### config.mk
export PLATFORM = sky130hd
export DESIGN_NAME = stos_ster
export DESIGN_NICKNAME = d
export VERILOG_FILES = /design/src/rtl/stos_ster_pkg.sv /design/src/rtl/stos_ster.sv
export SDC_FILE = /design/constraint.sdc
export NUM_CORES = 1
export LEC_CHECK = 0
export CAP_MARGIN = 20
export CORE_AREA = 3 3 40 42
export CTS_CLUSTER_SIZE = 12
export DETAILED_ROUTE_END_ITERATION = 8
export DIE_AREA = 0 0 43 45
export DONT_BUFFER_PORTS = 1
export PLACE_DENSITY = 0.7
export SLEW_MARGIN = 25
export SYNTH_ARGS = -nofsm -noshare
export SYNTH_HDL_FRONTEND = slang
export SYNTH_SLANG_ARGS = --single-unit
### constraint.sdc
create_clock -name clk -period 3 [get_ports clk]
set_clock_uncertainty 0.15 [all_clocks]
set_input_delay 0.3 -clock clk [delete_from_list [all_inputs] [get_ports clk]]
set_output_delay 0.3 -clock clk [all_outputs]
set_load 0.1 [all_outputs]
### src/rtl/stos_ster_pkg.sv
// Shared types for the stack sequencer: FSM states and stack source select.
package stos_ster_pkg;

  typedef enum logic [2:0] {
    IDLE,
    WR,
    RD,
    CAPT,
    ERR
  } st_t;

  localparam logic ST_MUX_PC  = 1'b1;
  localparam logic ST_MUX_ACC = 1'b0;

endpackage

### src/rtl/stos_ster.sv
// Stack sequencer: turns call/ret/push/pop requests into stack strobes.
// Define STOS_STER_ERR_EN to trap overflow/underflow in a sticky ERR state.
module stos_ster
  import stos_ster_pkg::*;
#(
  parameter int STOS_data_rozm = 8,
  parameter int STOS_Rozm      = 5
) (
  input  logic                      clk,
  input  logic                      rst,
  input  logic                      req_call,
  input  logic                      req_ret,
  input  logic                      req_push,
  input  logic                      req_pop,
  output logic                      ready,
  output logic                      done,
  output logic                      st_push,
  output logic                      st_pop,
  output logic                      st_mux,
  input  logic [STOS_data_rozm-1:0] st_data_out,
  input  logic                      st_full,
  input  logic                      st_empty,
  output logic                      pc_load,
  output logic                      acc_load,
  output logic [STOS_data_rozm-1:0] ld_data,
  output logic                      err,
  input  logic                      clr_err
);

  st_t  state;
  logic op_pc;

  // A zero-depth stack can never accept or return a word.
  localparam logic NO_DEPTH = (STOS_Rozm < 1);

  logic wr_req;
  logic rd_req;
  logic ovf;
  logic unf;

  assign wr_req = req_call | req_push;
  assign rd_req = ~wr_req & (req_ret | req_pop);
  assign ovf    = st_full | NO_DEPTH;
  assign unf    = st_empty | NO_DEPTH;
  assign ready  = (state == IDLE);

`ifdef STOS_STER_ERR_EN
  assign err = (state == ERR);
`else
  logic unused_clr;
  assign unused_clr = clr_err;
  assign err = 1'b0;
`endif

  always_ff @(posedge clk or posedge rst) begin
    if (rst) begin
      state    <= IDLE;
      op_pc    <= 1'b0;
      done     <= 1'b0;
      st_push  <= 1'b0;
      st_pop   <= 1'b0;
      st_mux   <= ST_MUX_ACC;
      pc_load  <= 1'b0;
      acc_load <= 1'b0;
      ld_data  <= '0;
    end else begin
      done     <= 1'b0;
      st_push  <= 1'b0;
      st_pop   <= 1'b0;
      pc_load  <= 1'b0;
      acc_load <= 1'b0;
      unique case (state)
        IDLE: begin
          unique case (1'b1)
            wr_req: begin
              op_pc <= req_call;
              if (ovf) begin
                done <= 1'b1;
`ifdef STOS_STER_ERR_EN
                state <= ERR;
`endif
              end else begin
                state   <= WR;
                st_push <= 1'b1;
                st_mux  <= req_call ? ST_MUX_PC
                                    : ST_MUX_ACC;
              end
            end
            rd_req: begin
              op_pc <= req_ret;
              if (unf) begin
                done <= 1'b1;
`ifdef STOS_STER_ERR_EN
                state <= ERR;
`endif
              end else begin
                state  <= RD;
                st_pop <= 1'b1;
              end
            end
            default: state <= IDLE;
          endcase
        end
        WR: begin
          state  <= IDLE;
          done   <= 1'b1;
          st_mux <= ST_MUX_ACC;
        end
        RD: state <= CAPT;
        CAPT: begin
          state    <= IDLE;
          done     <= 1'b1;
          ld_data  <= st_data_out;
          pc_load  <= op_pc;
          acc_load <= ~op_pc;
        end
`ifdef STOS_STER_ERR_EN
        ERR: if (clr_err) state <= IDLE;
`endif
        default: state <= IDLE;
      endcase
    end
  end

endmodule

==> metrics <==
# hold bufs at CTS=5; CTS tree=done; Die X-Extent=around 43 um; status=finished clean; Worst slew margin=0.396; met3 usage=0.0598; fraction of layout cells with a size suffix above 1=0.219; Mapped Cells=54; detailed-route DRC error count=0; Worst setup SP type=flop; final WL=1.19 mm; Post-synth EDFFs=0; cell with the most instances after synthesis=dfrtp_1; Synth area leader=dfrtp_1; # port buffers=0; CTS Buf Count=3; Seq/Total Area, Yosys=0.612; Clock Latency Late Sink=280 ps; max frequency=597 MHz; Max FO, Critical Path=2; setup repair bufs after CTS=0; min cycle time layout=~1700 ps; Die Y=about 45 um; asr flop ratio synth=1.00; M2 GR Usage=0.246; final worst path period share=0.558; post-CTS sizing=0; HP Class=input pin to flop; Critical Path AT=about 1200 ps; synth cell count leaders=17 x dfrtp_1, 4 x mux2_1, 4 x mux2_2, 4 x nor2_1, 3 x inv_1; Row Count=13; largest net degree at the start of global routing=18; Fin. Hold Viols=0; vias in the first global route=approximately 460; total gr overflow=0; antenna diode count=0; CTS root buf=clkbuf_4; first-pass GRT wire length=about 2.0 mm; GRT Resource Usage Total=0.141; fin. max-slew vios=0; final antenna-violating net count=0; Finished Layout Cells=79; kind of critical path=flop to output port; die area=slightly below 0.002 mm^2; mean post-synth cell area=around 13 um^2; syn nets=71; Synth top area share=0.612; GR peak layer=met2; drt pass-1 iters=1; Distinct cells, synth=23; vias per cell=approximately 5.4; RSZ-0062 raised after global routing=false; Sink Count=17; commonest register cell after synthesis=dfrtp_1; HPWL Detailed=around 900 um; setup ws final=1320 ps; GPL Wtd Cong=between 0.7 and 0.8; WL per Instance=approximately 15 um; top cells by area, synth=dfrtp_1 61%, mux2_1 6.5%, mux2_2 6.5%; setup_tns=0 ps; final core utilization=0.633; Initial Util=0.541; MaxCap Viol Count=0; met1 usage=0.145; Via Count=428; CTS Buffer Depth=2; Area Overhead vs Synth=16.9%; core region area=between 0.001 and 0.0015 mm^2; dpl ws=1480 ps; Synth Register Bits=17; Iteration-0 DRC Markers=0; # IOs=33; Worst EP required=~2600 ps; initial antenna violation count=0; synthesized cell area=just under 700 um^2; Reg clk slew, reported paths=approximately 90 ps; R2R setup slack=between 1000 and 1500 ps; Ys Warns=0; layout net count=just over 80; Placed Instances=67; CP endpoint kind=output port; Worst-Margin Slew=around 910 ps; Final setup viols=0; H-tree levels=1
-- state kept, by name, indices dropped and copies added (netlist names) --
| name | count |
|---|---|
| st_mux | 1 |
| st_pop | 1 |
| state | 2 |
| ld_data | 8 |
| st_push | 1 |
| acc_load | 1 |
| done | 1 |
| pc_load | 1 |
| op_pc | 1 |
-- through the flow --
| step | cell area (um^2) | hold WS [ps] |
|---|---|---|
| final | 813 | 22.6 |
| after global routing | 813 | 11.6 |
| after CTS | 783 | 2.77 |
| after detailed placement | 707 | 142 |
| after global placement | 707 | 127 |
| after floorplan | 696 | 76.1 |
-- metal layers --
layer	vias to the layer above	part of all wire
met1	204	0.38
li1	201	-
met2	23	0.51
met3	0	0.11
met5	-	0
met4	0	0
-- placed cells by master, fill, tap and decap left out --
cell	count
mux2_2	4
o21ai_0	2
mux2_1	4
nor3_1	1
a22o_1	1
nor2b_1	2
a311o_1	1
a21oi_1	2
mux2i_1	1
dlygate4sd3_1	8
and2_1	1
clkbuf_4	3
and3_1	1
nand2_2	1
or3_4	1
nor4b_1	1
or2_4	1
nor2_1	3
clkbuf_1	1
buf_4	1
nor2_2	1
inv_1	3
a21oi_2	1
conb_1	1
dfrtp_1	17
nor3_2	1
-- logic make-up (layout without fill, tap and decap cells) --
family	Yosys count	count (layout)	synth area share
AOI/OAI and AO/OA	7	7	0.0684
buffers and inverters	6	16	0.0414
other	1	1	0.00539
muxes	9	9	0.144
and+or+nand+nor	14	14	0.130
DFF	17	17	0.612
-- layout make-up --
cell class	count	area, um^2
Timing Repair Buffer	9	87.6
Tap cell	15	18.8
Sequential cell	17	425
Inverter	3	11.3
Fill cell	101	472
Clock buffer	4	26.3
Multi-Input combinational cell	31	244
-- worst paths after layout --
check	depth (start not counted)	endpoint	from
hold / removal	1	ld_data[3]$_DFFE_PP0P_	st_data_out[3]
setup reg to reg	4	op_pc$_DFFE_PP0P_	state[1]$_DFFE_PP0P_
setup / recovery	0	st_mux	st_mux$_DFFE_PP0P_
hold reg to reg	1	acc_load$_DFF_PP0_	op_pc$_DFFE_PP0P_
max in group asynchronous	2	state[1]$_DFFE_PP0P_	rst
min in group asynchronous	2	ld_data[1]$_DFFE_PP0P_	rst
Power is left out: the tool's default activity adds up to more than one toggle a clock period on the data nets, which glitch-free logic cannot reach.
